### config.mk
export PLATFORM = sky130hd
export DESIGN_NAME = button_conditioner
export DESIGN_NICKNAME = d
export VERILOG_FILES = /design/src/rtl/button_conditioner.sv
export SDC_FILE = /design/constraint.sdc
export NUM_CORES = 1
export LEC_CHECK = 0
export CORE_AREA = 2 2 110 112
export CTS_CLUSTER_SIZE = 30
export DETAILED_ROUTE_END_ITERATION = 10
export DIE_AREA = 0 0 112 114
export PLACE_DENSITY = 0.8
export SYNTH_ARGS = -nofsm -noshare
export SYNTH_HDL_FRONTEND = slang
export SYNTH_SLANG_ARGS = --single-unit
### constraint.sdc
create_clock -name clk -period 5.21 [get_ports clk]
set_input_delay 1.563 -clock clk [delete_from_list [all_inputs] [get_ports clk]]
set_output_delay 1.563 -clock clk [all_outputs]
set_load 0.05 [all_outputs]
### src/rtl/button_conditioner.sv
// Three-channel push-button front end for the stopwatch: two-flop synchronizer,
// symmetric debounce, and registered press / release / hold pulses per channel.
module button_conditioner #(
    parameter int unsigned DEBOUNCE_CYCLES = 10000,
    parameter int unsigned HOLD_CYCLES     = 1000000
) (
    input  logic       clk,
    input  logic       rst_n,
    input  logic [2:0] i_btn,
    output logic [2:0] o_level,
    output logic [2:0] o_press,
    output logic [2:0] o_release,
    output logic [2:0] o_hold
);

    localparam int DB_W = $clog2(DEBOUNCE_CYCLES + 1);
    localparam int HD_W = $clog2(HOLD_CYCLES + 1);

    // The sample that leaves IDLE/HELD is the first of the run, so the wait
    // states only need DEBOUNCE_CYCLES-1 more agreeing samples.
    localparam bit              DB_SINGLE = (DEBOUNCE_CYCLES <= 1);
    localparam int unsigned     DB_LAST_I = (DEBOUNCE_CYCLES >= 2) ? DEBOUNCE_CYCLES - 2 : 0;
    localparam logic [DB_W-1:0] DB_LAST   = DB_W'(DB_LAST_I);
    localparam logic [HD_W-1:0] HOLD_MAX  = HD_W'(HOLD_CYCLES);
    localparam logic [HD_W-1:0] HOLD_LAST = HD_W'(HOLD_CYCLES - 1);

    typedef enum logic [1:0] {
        IDLE,
        PRESS_WAIT,
        HELD,
        RELEASE_WAIT
    } state_e;

    logic [2:0] sync1_q;
    logic [2:0] sync2_q;

    // NOTE: clocked state uses non-blocking assignments so every flop samples
    // pre-edge values; blocking here would collapse the synchronizer to one stage.
    always_ff @(posedge clk or negedge rst_n) begin
        if (!rst_n) begin
            sync1_q <= '0;
            sync2_q <= '0;
        end else begin
            sync1_q <= i_btn;
            sync2_q <= sync1_q;
        end
    end

    for (genvar ch = 0; ch < 3; ch++) begin : g_chan
        state_e          state_q, state_d;
        logic [DB_W-1:0] db_cnt_q, db_cnt_d;
        logic [HD_W-1:0] hold_cnt_q, hold_cnt_d;
        logic            level_q, level_d;
        logic            press_q, press_d;
        logic            release_q, release_d;
        logic            hold_q, hold_d;
        logic            s;

        assign s = sync2_q[ch];

        // NOTE: every variable gets a default before the case so no path
        // leaves one unassigned, which would otherwise infer a latch.
        always_comb begin
            state_d    = state_q;
            db_cnt_d   = db_cnt_q;
            hold_cnt_d = hold_cnt_q;
            press_d    = 1'b0;
            release_d  = 1'b0;
            hold_d     = 1'b0;

            unique case (state_q)
                IDLE: begin
                    if (s) begin
                        db_cnt_d = '0;
                        if (DB_SINGLE) begin
                            state_d    = HELD;
                            press_d    = 1'b1;
                            hold_cnt_d = '0;
                        end else begin
                            state_d = PRESS_WAIT;
                        end
                    end
                end

                PRESS_WAIT: begin
                    if (!s) begin
                        state_d  = IDLE;
                        db_cnt_d = '0;
                    end else if (db_cnt_q == DB_LAST) begin
                        state_d    = HELD;
                        db_cnt_d   = '0;
                        press_d    = 1'b1;
                        hold_cnt_d = '0;
                    end else begin
                        db_cnt_d = db_cnt_q + 1'b1;
                    end
                end

                HELD: begin
                    if (!s) begin
                        db_cnt_d = '0;
                        if (DB_SINGLE) begin
                            state_d    = IDLE;
                            release_d  = 1'b1;
                            hold_cnt_d = '0;
                        end else begin
                            state_d = RELEASE_WAIT;
                        end
                    end else if (hold_cnt_q != HOLD_MAX) begin
                        // Saturating count: the crossing fires once per press.
                        hold_cnt_d = hold_cnt_q + 1'b1;
                        hold_d     = (hold_cnt_q == HOLD_LAST);
                    end
                end

                RELEASE_WAIT: begin
                    if (s) begin
                        state_d  = HELD;
                        db_cnt_d = '0;
                    end else if (db_cnt_q == DB_LAST) begin
                        state_d    = IDLE;
                        db_cnt_d   = '0;
                        hold_cnt_d = '0;
                        release_d  = 1'b1;
                    end else begin
                        db_cnt_d = db_cnt_q + 1'b1;
                    end
                end

                default: begin
                    state_d    = IDLE;
                    db_cnt_d   = '0;
                    hold_cnt_d = '0;
                end
            endcase

            level_d = (state_d == HELD) || (state_d == RELEASE_WAIT);
        end

        always_ff @(posedge clk or negedge rst_n) begin
            if (!rst_n) begin
                state_q    <= IDLE;
                db_cnt_q   <= '0;
                hold_cnt_q <= '0;
                level_q    <= 1'b0;
                press_q    <= 1'b0;
                release_q  <= 1'b0;
                hold_q     <= 1'b0;
            end else begin
                state_q    <= state_d;
                db_cnt_q   <= db_cnt_d;
                hold_cnt_q <= hold_cnt_d;
                level_q    <= level_d;
                press_q    <= press_d;
                release_q  <= release_d;
                hold_q     <= hold_d;
            end
        end

        assign o_level[ch]   = level_q;
        assign o_press[ch]   = press_q;
        assign o_release[ch] = release_q;
        assign o_hold[ch]    = hold_q;
    end

endmodule

After elaboration in Yosys (flattened, before gate mapping)

Cells that the tools add are included.
W data, S select, Z words.

$add $sub $neg: 6
Equality and inequality tests: 42
Multiplexer cells: 81
Reductions and logical operators: 15

Operators with widths:

| kind                    | number |
|---|---|
| $mux W20                | 15 |
| $mux W14                | 15 |
| $pmux W20 S3            | 3 |
| $pmux W14 S4            | 3 |
| $add A20 B1 Y20 const B | 3 |
| $eq A20 B20 Y1 const B  | 3 |
| $ne A20 B20 Y1 const B  | 3 |
| $add A14 B1 Y14 const B | 3 |
| $eq A14 B14 Y1 const B  | 3 |
| $mux W2                 | 18 |
| $ne A2 B2 Y1 const B    | 18 |
| $eq A2 B2 Y1 const B    | 12 |
| $mux W1                 | 24 |
| $pmux W2 S4             | 3 |
| $reduce_and A5 Y1       | 3 |
| $reduce_bool A3 Y1      | 3 |
| $eq A2 B1 Y1 const B    | 3 |
| $logic_not A2 Y1        | 3 |
| $reduce_and A2 Y1       | 3 |
| $logic_or A1 B1 Y1      | 3 |

Register bits: 126
Input bits: 5
Output and inout bits: 12
Logic and storage cells: 167

Longest topological paths before layout

Gate-level depths: netlist of the first run.

Depth after elaboration: 6
Gate-level depth with buffers: 9
Mapped depth without buffers: 7

Least setup slack after synthesis of the first run

OpenSTA, ideal clock, no wires.

Path type: register -> register
Start: register g_chan[1].db_cnt_q[5]
End: register g_chan[1].hold_cnt_q[19]
Library setup time: 0.130 ns
Arrival time: 2.068 ns
Required time: 5.080 ns
Slack: 3.012 ns
Stages on the path, launching flop included: 6
Buffers on the path: 0
Clock period less this slack: 2.198 ns
Cell sequence: dfrtp_1 -> or4b_4 -> or4_4 -> a2111oi_0 -> a2bb2oi_1 -> o41ai_2

Cells in the longest elaborated chain, start to end: 4
Elaborated cells between the ends (all ways): 5
Classes of those cells: eq/ne: 1; mux: 4

Ends and longest elaborated chain:

| item                               | line    | text |
|---|---|---|
| from (decl)                        | 51      | `logic [DB_W-1:0] db_cnt_q, db_cnt_d;` |
| from (signal assigned)             | 151     | `db_cnt_q <= db_cnt_d;` |
| $eq A14 B14 Y1 (*)                 | 89, 120 |  |
| $mux W20 (*)                       | -       |  |
| $mux W20, on equally long branches | -       |  |
| $pmux W20 S3 (*)                   | -       |  |
| to (signal assigned)               | 152     | `hold_cnt_q <= hold_cnt_d;` |
| to (decl)                          | 52      | `logic [HD_W-1:0] hold_cnt_q, hold_cnt_d;` |

Every way passes the cells marked *; elsewhere a longest branch is shown, timed or not. The select of a mux whose other input is x is not followed.
A chain may end at the register's enable or synchronous reset.

Final worst setup path of the first run

Start: register g_chan[2].level_q
End: output o_level[2]

RTL lines:

| item                   | line | text |
|---|---|---|
| from (decl)            | 53   | `logic level_q, level_d;` |
| from (signal assigned) | 153  | `level_q <= level_d;` |
| to (decl)              | 10   | `output logic [2:0] o_level,` |

No word-level cell between the ends.

==> results of run 1 <==
[power by group]
part / switching (µW) / leakage (µW) / total [µW] / internal, µW
clock network: 410 / 0.000286 / 1160 / 748
logic: 47.2 / 0.00103 / 65.9 / 18.7
registers: 11.0 / 0.00171 / 983 / 972
total: 468 / 0.00302 / 2210 / 1740
[sequential cells by signal, summed over array words and instances (netlist names)]
| signal | cells |
|---|---|
| g_chan.release_q | 3 |
| sync2_q | 3 |
| g_chan.db_cnt_q | 42 |
| sync1_q | 3 |
| g_chan.hold_q | 3 |
| g_chan.press_q | 3 |
| g_chan.state_q | 4 |
| g_chan.hold_cnt_q | 60 |
| g_chan.level_q | 3 |
[synth_stat cells (13+ instances only)]
| cell type | instances | area share |
|---|---|---|
| nand4_1 | 19 | 0.018 |
| nand2_1 | 68 | 0.038 |
| nand3_1 | 56 | 0.042 |
| clkbuf_1 | 23 | 0.013 |
| or3_1 | 23 | 0.021 |
| nor2_1 | 42 | 0.023 |
| inv_1 | 35 | 0.020 |
| a21oi_1 | 38 | 0.028 |
| o31ai_1 | 20 | 0.022 |
| o21ai_1 | 13 | 0.0097 |
| nor3_1 | 16 | 0.012 |
| dfrtp_1 | 124 | 0.46 |
| xor2_1 | 15 | 0.020 |
| o21ai_0 | 56 | 0.042 |
[metal layers]
| metal | part of all wire | up-vias | wire length, µm |
|---|---|---|---|
| met5 | 0 | - | 0 |
| li1 | - | 2683 | - |
| met1 | 0.43 | 2690 | 6110 |
| met3 | 0.046 | 32 | 643 |
| met2 | 0.50 | 171 | 7070 |
| met4 | 0.018 | 0 | 252 |
[cell type report]
type,count,area [µm²],share of cell area
clock buffers,24,492,0.0658
clock inverters,7,87.6,0.0117
inverters,35,131,0.0176
multi-input cells,533,3290,0.440
flip-flops and latches,124,3100,0.415
well taps,147,184,0.0246
repair buffers,18,185,0.0248
[placed cells by master (no fill, tap or decap), drive strengths merged, types with 6 or more instances in the layout]
cell type | Yosys | routed
and4 | 7 | 7
nand4 | 19 | 19
or4b | 7 | 7
inv | 35 | 35
nor3b | 9 | 9
mux2i | 6 | 6
clkdlybuf4s50 | 0 | 15
and3 | 12 | 12
nor2 | 42 | 42
ha | 12 | 12
a21o | 6 | 6
xnor2 | 9 | 9
dfrtp | 124 | 124
xor2 | 15 | 15
nand3 | 56 | 56
nand2 | 68 | 68
clkbuf | 23 | 24
o31ai | 20 | 20
a21oi | 38 | 38
or3 | 23 | 23
o211ai | 9 | 9
and2 | 10 | 10
o21ai | 70 | 70
nor4 | 13 | 13
nor3 | 16 | 16
[per-stage QoR]
step,worst slack [ps],instance area (µm²),utilization,instances
finish,1980,7470,0.638,888
global route,1910,7470,0.638,888
CTS,1950,7470,0.638,888
detailed placement,2240,6890,0.589,857
global placement,2420,6890,0.589,857
floorplan,3010,6730,-,734
[cell families after synthesis]
family          Yosys count  share of synthesized area
compound gates          178                      0.169
xor+xnor                 24                     0.0312
fa+ha+maj                12                     0.0223
buf+inv                  77                     0.0507
flops                   124                      0.461
mux                       8                     0.0123
simple gates            311                      0.254
[path summary, 6_finish.rpt]
kind | start | to | slack, ps
min reg2reg | sync1_q[0]$_DFF_PN0_ | sync2_q[0]$_DFF_PN0_ | 340
max reg2reg | g_chan[1].hold_cnt_q[12]$_DFFE_PN0P_ | g_chan[1].hold_cnt_q[15]$_DFFE_PN0P_ | 2150
min in group asynchronous | rst_n | g_chan[0].hold_q$_DFF_PN0_ | 1190
max in group asynchronous | rst_n | g_chan[1].db_cnt_q[3]$_DFFE_PN0P_ | 3190
min | sync1_q[0]$_DFF_PN0_ | sync2_q[0]$_DFF_PN0_ | 340
max | g_chan[2].level_q$_DFF_PN0_ | o_level[2] | 1980
==> results.md, run 1 <==
| Quantity | This run |
| --- | --- |
| Clock Skew | 6.41 ps |
| Summed negative setup slack over all endpoints | 0 ps |
| Buffer depth of the longest clock path | 2 |
| Total standard cell area after synthesis | 0.00673 mm² |
| Core area | 0.0117 mm² |
| Final Cycle Share | 0.620 |
| Met3 track demand over resource in global routing | 0.0659 |
| Hold Worst Slack | 345 ps |
| Layout fillers | 963 |
| First-pass GRT wire length | 24,400 µm |
| TritonCTS clock tree | done |
| Outcome | finished, final reports clean |
| Horizontal die dimension | 112 µm |
| Fraction of layout cells with a size suffix above 1 | 0.0580 |
| Number of nets with antenna violations after routing | 0 |
| Mean post-synth cell area | 9.17 µm² |
| Final WL | 14,100 µm |
| Kind of launch point of the worst setup path | flip-flop |
| Part of the Yosys area used for sequential elements | 0.461 |
| Peak ir drop on the vdd network | 328 µV |
| Total design power | 2210 µW |
| Iter 0 DRT Violations | 355 |
| Number of I/O pins | 17 |
| Post-CTS Setup Repair Bufs | 0 |
| EDFF count, synth | 0 |
| Post-CTS Resized | 0 |
| Static leakage | 0.00302 µW |
| Antenna violations before repair | 0 |
| Max Fclk | 309 MHz |
| Fin. Hold Viols | 0 |
| Endpoint arrival time on the critical path | 1670 ps |
| Later-pin clock latency in the skew report | 420 ps |
| Critical path fanouts, max | 6 |
| Power density normalized to cell area | 295 mW/mm² |
| Met2 usage in global routing | 0.400 |
| Net count of the finished layout | 746 |
| Worst-case headroom to the max-slew limit | 0.169 |
| Final Max Tran Viols | 0 |
| Path length in cells of the critical path | 1 |
| Series of cell instances along the critical path | clkdlybuf4s50_1 |
| Ys async rst share | 1.00 |
| Largest stage delay, worst path | 830 ps |
| Number of levels in the clock H-tree | 4 |
| Number of storage elements in the synthesis netlist | 124 |
| Count of final setup violators | 0 |
| Residual overflow from global routing | 0 |
| Effective utilization at floorplan | 0.575 |
| Most frequently used flop master after synthesis | dfrtp_1 |
| Number of detailed-routing iterations run before antenna repair | 7 |
| Number of instances on the worst hold path | 0 |
| Sum of buffers and inverters on the critical path | 1 |
| Required time at the endpoint of the critical path | 3650 ps |
| Netlist cell types | 63 |
| Synth warnings | 0 |
| Period minus WS final | 3230 ps |
| Slowest CP cell | clkdlybuf4s50_1 |
| CP top delay family | buffers and inverters |
| Setup crit end kind | primary output |
| Die Y-Extent | 114 µm |
| Number of port buffers | 16 |
| Routed vias/inst | 6.28 |
| Clock-pin transition on the worst setup and hold timing paths | 50 ps |
| Number of remaining DRC errors | 0 |
| Post-CTS Hold Buffers | 0 |
| Crit Path Class | reg2out |
| Layout overhead on the synthesized area | 11.0% |
| Worst reg-to-reg path cell count | 5 |
| Worst hold path type | reg2reg |
| Unrepaired setup endpoints after global routing | false |
| Core Rows | 40 |
| GR Util met1 | 0.281 |
| Per-cell routed wire length | 15.8 µm |
| Clock tree sinks | 124 |
| Detailed placement HPWL | 9390 µm |
| Most used routing layer in global routing | met2 |
| Die footprint | 0.0128 mm² |
| Max-capacitance violation count | 0 |
| Post-synthesis net count | 751 |
| Ant diodes | 0 |
| Vias in the first global route | 5,477 |
| Total clock buffers created by CTS | 17 |
| Clock root buffer | clkbuf_16 |
| Routed vias | 5,576 |
| Largest net degree at the start of global routing | 70 |
| Transition time at the pin with the least slew margin | 1230 ps |
| Routability cong. | 0.904 |
| Global routing usage summed across all routing layers | 0.236 |
| Gate count after technology mapping | 734 |
Power figures use the tool's default switching activity.
==> inputs of run 2 (changes only) <==
==> constraint.sdc (replaced) <==
create_clock -name clk -period 3.2 [get_ports clk]
set_input_delay 0.96 -clock clk [delete_from_list [all_inputs] [get_ports clk]]
set_output_delay 0.96 -clock clk [all_outputs]
set_load 0.05 [all_outputs]
==> run 2 against run 1 <==
Against the previous run:
- cell count is 0.68% higher
- worst hold slack improved by 1.7 ps
- sequential share of layout area down 0.24 points
- first-iteration DRC count fell by 2.0%
- critical path depth stayed put
- via count rose by 0.11%
- non-clock buffer count grew 6
- setup slack got worse by 1400 ps
- global-route usage increased by 0.17 points
- highest routed layer unchanged
==> results.md, run 2 (synthesis results as in run 1) <==
| Quantity | This run | Delta |
| --- | --- | --- |
| Setup slack after placement | 741 ps | -1500 ps |
| Number of remaining DRC errors | 0 | unchanged |
| Outcome | finished, final reports clean |  |
| Most frequent standard cell in the layout excluding fill and tap cells | dfrtp_1 |  |
| Sum of buffers and inverters on the critical path | 1 | unchanged |
| Launch instance of the worst register-to-register path | g_chan[1].db_cnt_q[0]$_DFFE_PN0P_ |  |
| Fin. Hold Viols | 0 | unchanged |
| Routability cong. | 0.930 | +2.9% |
| Finished layout cell area | 0.00752 mm² | +0.59% |
| Register containing the most flip-flops in the final layout | g_chan.hold_cnt_q |  |
| Power density normalized to cell area | 475 mW/mm² | +61% |
| Final worst-path setup slack | 553 ps | -1420 ps |
| TritonCTS clock tree | done |  |
| Post-CTS Resized | 0 | unchanged |
| Max Fclk | 378 MHz |  |
| Peak ir drop on the vdd network | 445 µV | +35% |
| Slowest CP cell | clkdlybuf4s50_1 |  |
| Number of detailed-routing iterations run before antenna repair | 6 | -1 |
| Layout fillers | 951 | -1.2% |
| Placement Cell Area | 0.00694 mm² | +0.65% |
| Worst reg-to-reg path cell count | 7 | +2 |
| Residual overflow from global routing | 0 | unchanged |
| Flop-to-flop setup slack | 660 ps | -1490 ps |
| Later-pin clock latency in the skew report | 420 ps | about the same |
| Transition time at the pin with the least slew margin | 880 ps | -354 ps |
| Series of cell instances along the critical path | clkdlybuf4s50_1 |  |
| Setup crit end kind | primary output |  |
| Clock-pin transition on the worst setup and hold timing paths | 50 ps | about the same |
| Largest net degree at the start of global routing | 60 | -14% |
| Startpoint of the tightest hold check path | sync1_q[1]$_DFF_PN0_ |  |
| Number of flip-flops in the largest register | 60 | unchanged |
| Static leakage | 0.00306 µW | +1.2% |
| Number of I/O pins | 17 | unchanged |
| Kind of launch point of the worst setup path | flip-flop |  |
| Clock root buffer | clkbuf_16 |  |
| Worst-case headroom to the max-slew limit | 0.411 | +0.242 |
| Clock tree sinks | 124 | unchanged |
| Buffer depth of the longest clock path | 2 | unchanged |
| Count of final setup violators | 0 | unchanged |
| Max-capacitance violation count | 0 | unchanged |
| Crit Path Class | reg2out |  |
| Die Y-Extent | 114 µm | unchanged |
| Iter 0 DRT Violations | 348 | -2.0% |
| Horizontal die dimension | 112 µm | unchanged |
| Detailed placement HPWL | 9360 µm | -0.25% |
| Number of port buffers | 16 | unchanged |
| Layout overhead on the synthesized area | 11.6% |  |
| Core Rows | 40 | unchanged |
| Total design power | 3570 µW | +62% |
| Terminating pin of the worst hold path | sync2_q[1]$_DFF_PN0_ |  |
| Number of nets with antenna violations after routing | 0 | unchanged |
| Net count of the finished layout | 752 | +0.80% |
| Period minus WS final | 2650 ps |  |
| Per-cell routed wire length | 15.8 µm | -0.46% |
| Reg-to-reg endpoint | g_chan[1].hold_cnt_q[19]$_DFFE_PN0P_ |  |
| Effective utilization at floorplan | 0.575 | unchanged |
| First-pass GRT wire length | 24,800 µm | +1.7% |
| Biggest registers after layout | g_chan.hold_cnt_q (60), g_chan.db_cnt_q (42), g_chan.state_q (4) |  |
| Unrepaired setup endpoints after global routing | false |  |
| Vias in the first global route | 5,440 | -0.68% |
| Commonest non-fill, non-tap cells in the layout | dfrtp_1, nand2_1, nand3_1, o21ai_0, nor2_1 |  |
| Critical path fanouts, max | 6 | unchanged |
| Required time at the endpoint of the critical path | 2240 ps | -1410 ps |
| Final Cycle Share | 0.827 |  |
| Post-CTS Hold Buffers | 0 | unchanged |
| Routed vias | 5,582 | +0.11% |
| Ant diodes | 0 | unchanged |
| Global routing usage summed across all routing layers | 0.238 | +0.00167 |
| Summed negative setup slack over all endpoints | 0 ps | unchanged |
| Core area | 0.0117 mm² | unchanged |
| Die footprint | 0.0128 mm² | unchanged |
| Number of instances on the worst hold path | 0 | unchanged |
| CP top delay family | buffers and inverters |  |
| Routed vias/inst | 6.24 | -0.56% |
| Number of levels in the clock H-tree | 4 | unchanged |
| Clock Skew | 7.48 ps | +1.07 ps |
| Final Max Tran Viols | 0 | unchanged |
| Largest stage delay, worst path | 840 ps | about the same |
| Post-CTS Setup Repair Bufs | 0 | unchanged |
| Worst hold path type | reg2reg |  |
| Total clock buffers created by CTS | 17 | unchanged |
| Fraction of layout cells with a size suffix above 1 | 0.0669 | +0.00890 |
| Antenna violations before repair | 0 | unchanged |
| Final WL | 14,100 µm | +0.21% |
| Endpoint arrival time on the critical path | 1690 ps | +20 ps |
## run 2: cell count changes in the layout (fill, tap and decap cells not counted)
cell        delta
clkbuf_1       -1
clkinv_2       +2
clkinvlp_4     -1
buf_4          +6
## run 2: worst max-delay path by stage
stage	from	end	slack, ps	cells past startpoint
floorplan	g_chan[1].db_cnt_q[5]$_DFFE_PN0P_	g_chan[1].hold_cnt_q[19]$_DFFE_PN0P_	1000	5
global placement	g_chan[0].db_cnt_q[0]$_DFFE_PN0P_	g_chan[0].hold_cnt_q[14]$_DFFE_PN0P_	840	6
CTS	g_chan[2].level_q$_DFF_PN0_	o_level[2]	530	1
global route	g_chan[0].level_q$_DFF_PN0_	o_level[0]	480	1
finish	g_chan[2].level_q$_DFF_PN0_	o_level[2]	550	1
detailed placement	g_chan[0].db_cnt_q[0]$_DFFE_PN0P_	g_chan[0].hold_cnt_q[6]$_DFFE_PN0P_	740	6
## run 2: cell type report
| cell class | count | area (µm²) | area share |
|---|---|---|---|
| Clock buffer | 23 | 488 | 0.0649 |
| Clock inverter | 8 | 90.1 | 0.0120 |
| Inverter | 35 | 131 | 0.0175 |
| Multi-Input combinational cell | 533 | 3290 | 0.438 |
| Sequential cell | 124 | 3100 | 0.413 |
| Tap cell | 147 | 184 | 0.0245 |
| Timing Repair Buffer | 24 | 230 | 0.0306 |
## run 2: metal layers
layer	wire length (µm)	part of all wire	GRT usage
met1	6250	0.44	0.301
met2	6960	0.49	0.395
met3	577	0.041	0.0531
met4	309	0.022	0.108
met5	0	0	0
## run 2: report_power, final
part           switching (µW)  total [µW]  leakage (µW)  internal (µW)
Clock                     647        1860      0.000292           1210
Combinational            76.9         110       0.00106           33.5
Sequential               17.7        1600       0.00171           1580
## run 2: through the flow
step / hold WS [ps] / instances / utilization
floorplan: 331 / 734 / -
global placement: 336 / 863 / 0.592
detailed placement: 336 / 863 / 0.592
CTS: 348 / 894 / 0.642
global route: 349 / 894 / 0.642
finish: 347 / 894 / 0.642
